`config.mk`:
```
export PLATFORM = sky130hd
export DESIGN_NAME = md_ctrl
export DESIGN_NICKNAME = d
export VERILOG_FILES = /design/src/rtl/md_ctrl.sv
export SDC_FILE = /design/constraint.sdc
export NUM_CORES = 1
export LEC_CHECK = 0
export ABC_CLOCK_PERIOD_IN_PS = 5000
export CAP_MARGIN = 20
export CORE_UTILIZATION = 41
export CTS_CLUSTER_SIZE = 28
export DETAILED_ROUTE_END_ITERATION = 7
export PLACE_DENSITY = 0.81
export SETUP_SLACK_MARGIN = 0.4
export SLEW_MARGIN = 20
export SYNTH_ARGS = -nofsm -noshare
export SYNTH_HDL_FRONTEND = slang
export SYNTH_SLANG_ARGS = --single-unit
```
`constraint.sdc`:
```
create_clock -name clock -period 5 [get_ports clock]
set_clock_uncertainty 0.05 [all_clocks]
set_input_delay 1.5 -clock clock [delete_from_list [all_inputs] [get_ports clock]]
set_output_delay 1.5 -clock clock [all_outputs]
set_load 0.01 [all_outputs]
```
`src/rtl/md_ctrl.sv`:
```
// Sequencing controller between the X stage and the multdiv unit: issues MULT/DIV,
// stalls until completion, then presents a writeback. Optional BUSY timeout: MD_TIMEOUT_EN.
module md_ctrl #(
  parameter int RSTATUS_REG    = 30,
  parameter int MULT_EXC_CODE  = 4,
  parameter int DIV_EXC_CODE   = 5,
  parameter int TIMEOUT_CYCLES = 40
) (
  input  logic        clock,
  input  logic        reset,
  input  logic        x_valid,
  input  logic        x_is_mult,
  input  logic        x_is_div,
  input  logic [31:0] x_opA,
  input  logic [31:0] x_opB,
  input  logic [4:0]  x_rd,
  output logic        stall,
  output logic [31:0] md_opA,
  output logic [31:0] md_opB,
  output logic        md_ctrl_mult,
  output logic        md_ctrl_div,
  input  logic [31:0] md_result,
  input  logic        md_exception,
  input  logic        md_resultRDY,
  output logic        wb_valid,
  output logic [4:0]  wb_rd,
  output logic [31:0] wb_data,
  input  logic        wb_grant,
  output logic [1:0]  dbg_state
);

  typedef enum logic [1:0] {
    S_IDLE  = 2'd0,
    S_ISSUE = 2'd1,
    S_BUSY  = 2'd2,
    S_DONE  = 2'd3
  } state_t;

  localparam logic [4:0]  RSTATUS_L   = 5'(RSTATUS_REG);
  localparam logic [31:0] MULT_CODE_L = 32'(MULT_EXC_CODE);
  localparam logic [31:0] DIV_CODE_L  = 32'(DIV_EXC_CODE);

  state_t      state_q;
  logic        kind_q;
  logic [4:0]  rd_q;
  logic [31:0] opa_q;
  logic [31:0] opb_q;
  logic        ctrl_mult_q;
  logic        ctrl_div_q;
  logic        wen_q;
  logic        wb_valid_q;
  logic [4:0]  wb_rd_q;
  logic [31:0] wb_data_q;

  logic        req;
  logic        to_hit;
  logic        busy_done;
  logic        done_exit;
  logic        exc_d;
  logic        wen_d;
  logic [4:0]  dst_d;
  logic [31:0] res_d;

`ifdef MD_TIMEOUT_EN
  localparam logic [5:0] TO_LAST = 6'(TIMEOUT_CYCLES - 1);

  // Counts BUSY cycles; value k-1 during the k-th BUSY cycle.
  logic [5:0] to_cnt_q;

  always_ff @(posedge clock or posedge reset) begin
    if (reset) begin
      to_cnt_q <= '0;
    end else if (state_q == S_ISSUE) begin
      to_cnt_q <= '0;
    end else if (state_q == S_BUSY) begin
      to_cnt_q <= to_cnt_q + 6'd1;
    end
  end

  assign to_hit = (to_cnt_q == TO_LAST);
`else
  assign to_hit = 1'b0;
`endif

  assign req       = x_valid & (x_is_mult | x_is_div);
  assign busy_done = md_resultRDY | to_hit;
  assign done_exit = wb_grant | ~wen_q;

  // A timeout without RDY is reported exactly like an exception of the latched kind.
  always_comb begin
    exc_d = 1'b1;
    if (md_resultRDY) begin
      exc_d = md_exception;
    end
    res_d = md_result;
    dst_d = rd_q;
    if (exc_d) begin
      res_d = kind_q ? MULT_CODE_L : DIV_CODE_L;
      dst_d = RSTATUS_L;
    end
    wen_d = exc_d | (rd_q != 5'd0);
  end

  // Writeback handshake: wb_valid/wb_rd/wb_data hold stable in DONE until a cycle
  // with wb_grant=1; the transfer happens on that cycle's rising edge.
  always_ff @(posedge clock or posedge reset) begin
    if (reset) begin
      state_q     <= S_IDLE;
      kind_q      <= 1'b0;
      rd_q        <= '0;
      opa_q       <= '0;
      opb_q       <= '0;
      ctrl_mult_q <= 1'b0;
      ctrl_div_q  <= 1'b0;
      wen_q       <= 1'b0;
      wb_valid_q  <= 1'b0;
      wb_rd_q     <= '0;
      wb_data_q   <= '0;
    end else begin
      ctrl_mult_q <= 1'b0;
      ctrl_div_q  <= 1'b0;
      case (state_q)
        S_IDLE: begin
          if (req) begin
            opa_q       <= x_opA;
            opb_q       <= x_opB;
            rd_q        <= x_rd;
            kind_q      <= x_is_mult;
            ctrl_mult_q <= x_is_mult;
            ctrl_div_q  <= ~x_is_mult;
            state_q     <= S_ISSUE;
          end
        end
        S_ISSUE: begin
          state_q <= S_BUSY;
        end
        S_BUSY: begin
          if (busy_done) begin
            wen_q      <= wen_d;
            wb_valid_q <= wen_d;
            wb_rd_q    <= dst_d;
            wb_data_q  <= res_d;
            state_q    <= S_DONE;
          end
        end
        S_DONE: begin
          if (done_exit) begin
            wb_valid_q <= 1'b0;
            state_q    <= S_IDLE;
          end
        end
        default: begin
          state_q <= S_IDLE;
        end
      endcase
    end
  end

  // Stall drops in the cycle the writeback completes so the instruction leaves X on that edge.
  assign stall = ~reset & (((state_q == S_IDLE) & req) |
                           (state_q == S_ISSUE) |
                           (state_q == S_BUSY) |
                           ((state_q == S_DONE) & ~done_exit));

  assign md_opA       = opa_q;
  assign md_opB       = opb_q;
  assign md_ctrl_mult = ctrl_mult_q;
  assign md_ctrl_div  = ctrl_div_q;
  assign wb_valid     = wb_valid_q;
  assign wb_rd        = wb_rd_q;
  assign wb_data      = wb_data_q;
  assign dbg_state    = state_q;

endmodule
```
Word level (Yosys, flattened, before mapping)
Cells that the tools add are included.
- bitwise operators: 14
- eq/ne operators: 6
- reduce and logical (&&, ||, !) cells: 7
- mux-type cells: 15
- operator list (operator ; number):
    32-bit two-way mux ; 1
    1-bit two-way mux ; 8
    2-bit case mux with 4 select lines ; 1
    2-bit two-way mux ; 3
    2-bit != test (second input constant) ; 3
    1-bit OR ; 6
    3-bit AND reduction ; 2
    5-bit two-way mux ; 1
    5-bit nonzero test ; 1
    1-bit AND ; 4
    2-bit equality test (second input constant) ; 2
    1-bit inverter ; 4
    2-bit AND reduction ; 2
    2-bit by 1-bit equality test with 1-bit output (second input constant) ; 1
    2-bit zero test ; 1
    1-bit case mux with 2 select lines ; 1
    2-bit nonzero test ; 1
- output and inout bits: 107
- register bits after elaboration: 113
- input port bits: 109
- logic and storage cells: 53

Logic depth before layout (Yosys ltp)
Gate-level depths: netlist (run 1).
- depth in word-level cells: 7
- mapped depth: 7

Worst setup path after synthesis (run 1)
Ideal clock, no wire load.
- path type: in2out
- start point: in x_is_div
- end point: out stall
- setup slack: 1.362 ns
- data arrival time: 2.088 ns
- stages: 3
- cells stage by stage: o211ai_4 -> buf_6 -> a21oi_1
- longest elaborated chain between the ends: 7
- ends and longest elaborated chain (element ; line ; source):
    start, declared ; 13 ; input logic x_is_div,
    1-bit OR ; 85 ; assign req = x_valid & (x_is_mult | x_is_div);
    1-bit AND ; 85 ;
    1-bit AND ; 160 ; assign stall = ~reset & (((state_q == S_IDLE) & req) |
    1-bit OR ; 160 ;
    1-bit OR ; 161 ; (state_q == S_ISSUE) |
    1-bit OR ; 162 ; (state_q == S_BUSY) |
    1-bit AND ; 160 ;
    end, declared ; 17 ; output logic stall,
No other way between the ends.

Worst setup path in the final report (run 1)
- start point: in wb_grant
- end point: out stall
- longest elaborated chain between the ends: 5
- ends and longest elaborated chain (element ; line ; source):
    start, declared ; 28 ; input logic wb_grant,
    1-bit OR ; 87 ; assign done_exit = wb_grant | ~wen_q;
    1-bit inverter ; 163 ; ((state_q == S_DONE) & ~done_exit));
    1-bit AND ; 163 ;
    1-bit OR ; 162 ;
    1-bit AND ; 160 ;
No other way between the ends.

==> impl_metrics.ini, run 1 <==
[route]
wire_per_inst_um = 15.8
wl_um = 11200
detail_route.iter0.violations = 154
dr_total_vias = 3442
drtPass1Iterations = 4
drc_errors = 0
ant_nets = 0
viasPerCell = 4.87

[synthesis]
yosysUniqueCellTypes = 26
yosysSeqAreaShare_pct = 62.8
synth.cell_area_um2 = 4500
yosysWarnings = 0
synth_compound_area_share_pct = 5.89
yosysTopAreaCell = dfrtp_1
ys_top_cells_by_area = dfrtp_1 (63%), mux2_2 (16%), nand2b_1 (4.3%)
synthAdderAreaFrac_pct = 1.39
yosysMostFrequentCell = dfrtp_1
ys.flop_type = dfrtp_1
synthArstFlopShare_pct = 100
syn_avg_cell_area_um2 = 13.1
synth_edf_count = 0
synth_nets = 457
synth-xor-area-share_pct = 0
synth-simple-area-share_pct = 9.09
synth_top_family_by_area = multiplexers
syn_inst = 343
muxShareOfSynthArea_pct = 17.7
synthTopCellsByCount = dfrtp_1 (113), mux2_2 (64), nand2_1 (39), o21ai_0 (38), nand2b_1 (31)
synth_top_area_share_pct = 62.8
synth-seq-cells = 113

[cells_and_area]
nFillCells = 804
multi_input_comb_area_um2 = 1540
layout-drive-gt1-share_pct = 17.2
syn_to_final_growth_pct = 61.4
antenna_cells = 0
seqCellArea_um2 = 2830
final_nets = 675

[hold_path]
hold_class = register to register

[timing]
min_period_over_period_pct = 89.9
rsz0062_at_grt = false
max_freq_mhz = 222
setup_ws_ns = 0.504
drv_slew = 0
post-route-min-period_ns = 4.50
tightest_slew_ns = 0.910
report.final.setup_viol = 0
slew-limit-headroom_pct = 39.3
hold_violations = 0
timing.setup.tns_ns = 0

[pwr]
p_leak_nw = 3.13
ir_worst_vdd_mv = 0.345
power_density_nw_per_um2 = 610

[floorplan]
start_util_pct = 43.0
dieArea_um2 = 11400
fp-row-count = 37
core-area_um2 = 10500
die_y_um = 107
io_pins = 216
fp.dieW_um = 107

[job]
cap_viol_max_count = 0

[cts]
clk_path_buf_depth = 2
cts_root_buf = clkbuf_8
cts_tree = yes
cts_buffers = 17
hold_buffers = 0
postCtsSetupBuffers = 0
clk_pin_slew_ns = 0.05
clock_latency_ns = 0.49
cts.sinks = 113
cts_resized = 0
cts-htree-levels = 4

[status]
outcome = completed

[critical_path]
crit_path_start_kind = input port
crit_path_end_kind = output port
path_class = input port to output port
r2r_setup_slack_ns = 2.74
cp_data_required_time_ns = 3.45
worstPathArrival_ns = 2.95
crit_fanout = 4

[global_route]
grt_pass1_wl_um = 17900
grt.busiest_layer = met2
grt_util_all_layers_pct = 20.5
grtUsageMet3_pct = 7.42
grt-ovfl-total = 0
grtUsageMet2_pct = 35.3
antenna_found_initial = 0
first_global_vias = 3672
groute.layer.met1.usage_pct = 22.1
grt_max_degree = 114

[placed_design]
gp_congestion = 0.755
port_buffers = 215
preCtsSetupSlack_ns = 0.509
hpwl_um = 7910
## final cells by class
cell class              instances  share of cell area, %
multi-input cells             207                   21.2
flip-flops and latches        113                   38.9
repair buffers                218                   30.1
well taps                     136                   2.34
inverters                       4                  0.241
clock inverters                 6                  0.448
clock buffers                  23                   6.70
## registers in the layout (all words and copies together), names as in the netlist
register      flops
kind_q            1
wen_q             1
rd_q              5
md_opB           32
md_opA           32
md_ctrl_div       1
wb_valid          1
md_ctrl_mult      1
dbg_state         2
wb_data          32
wb_rd             5
## worst paths after layout
kind | cells past startpoint | from | to
max | 5 | wb_grant | stall
min | 1 | kind_q$_DFFE_PP0P_ | kind_q$_DFFE_PP0P_
max reg2reg | 5 | dbg_state[0]$_DFFE_PP0P_ | md_opA[6]$_DFFE_PP0P_
min reg2reg | 1 | kind_q$_DFFE_PP0P_ | kind_q$_DFFE_PP0P_
max in group asynchronous | 3 | reset | md_opB[4]$_DFFE_PP0P_
min in group asynchronous | 3 | reset | md_ctrl_mult$_DFF_PP0_
## cells by family after synthesis
family	count (synthesis)
buffers and inverters	23
muxes	71
DFF	113
adders and majority gates	5
AOI/OAI and AO/OA	47
and+or+nand+nor	84
## worst max-delay path, stage by stage
cell             delay, ns
clkdlybuf4s50_1       0.39
and3b_1               0.29
nor3_1                0.07
a21oi_1               0.15
clkdlybuf4s50_1       0.55
## metrics by stage
step | power (mW) | area (um^2) | utilization, % | hold slack [ns] | cells
finish | 4.43 | 7260 | 69.4 | 0.427 | 707
global route | 4.69 | 7260 | 69.4 | 0.456 | 707
detailed placement | 3.43 | 6740 | 64.4 | 0.416 | 678
global placement | 3.35 | 6740 | 64.4 | 0.412 | 678
floorplan | 2.37 | 4500 | - | 0.392 | 343
CTS | 4.49 | 7260 | 69.4 | 0.429 | 707
## cells in the final DEF, fill, tap and decap left out, drive strengths merged, types with 3 or more instances in the layout
cell type        n
ha               5
mux2            70
o21ai           39
nand2           39
nand2b          31
dfrtp          113
nor2             8
buf              3
clkinv           5
clkbuf          23
inv              4
clkdlybuf4s50  215
## metal layers
| metal | part of all wire, % | wire [um] |
|---|---|---|
| met2 | 51 | 5690 |
| met1 | 38 | 4220 |
| met5 | 0 | 0 |
| met4 | 2.9 | 328 |
| met3 | 8.2 | 919 |
## power breakdown
| group | internal (mW) | switching, mW | leakage, nW |
|---|---|---|---|
| Sequential | 1.35 | 0.233 | 1.39 |
| Clock | 0.660 | 0.376 | 0.261 |
| Combinational | 1.10 | 0.706 | 1.48 |
| Total | 3.11 | 1.32 | 3.13 |
(Power assumes the default switching activity.)
==> run 2: changes to the inputs <==
- SKIP_LAST_GASP: unset -> 1
==> results of run 2 <==
The final DEF is identical to that of run 1; final timing and power are the same.
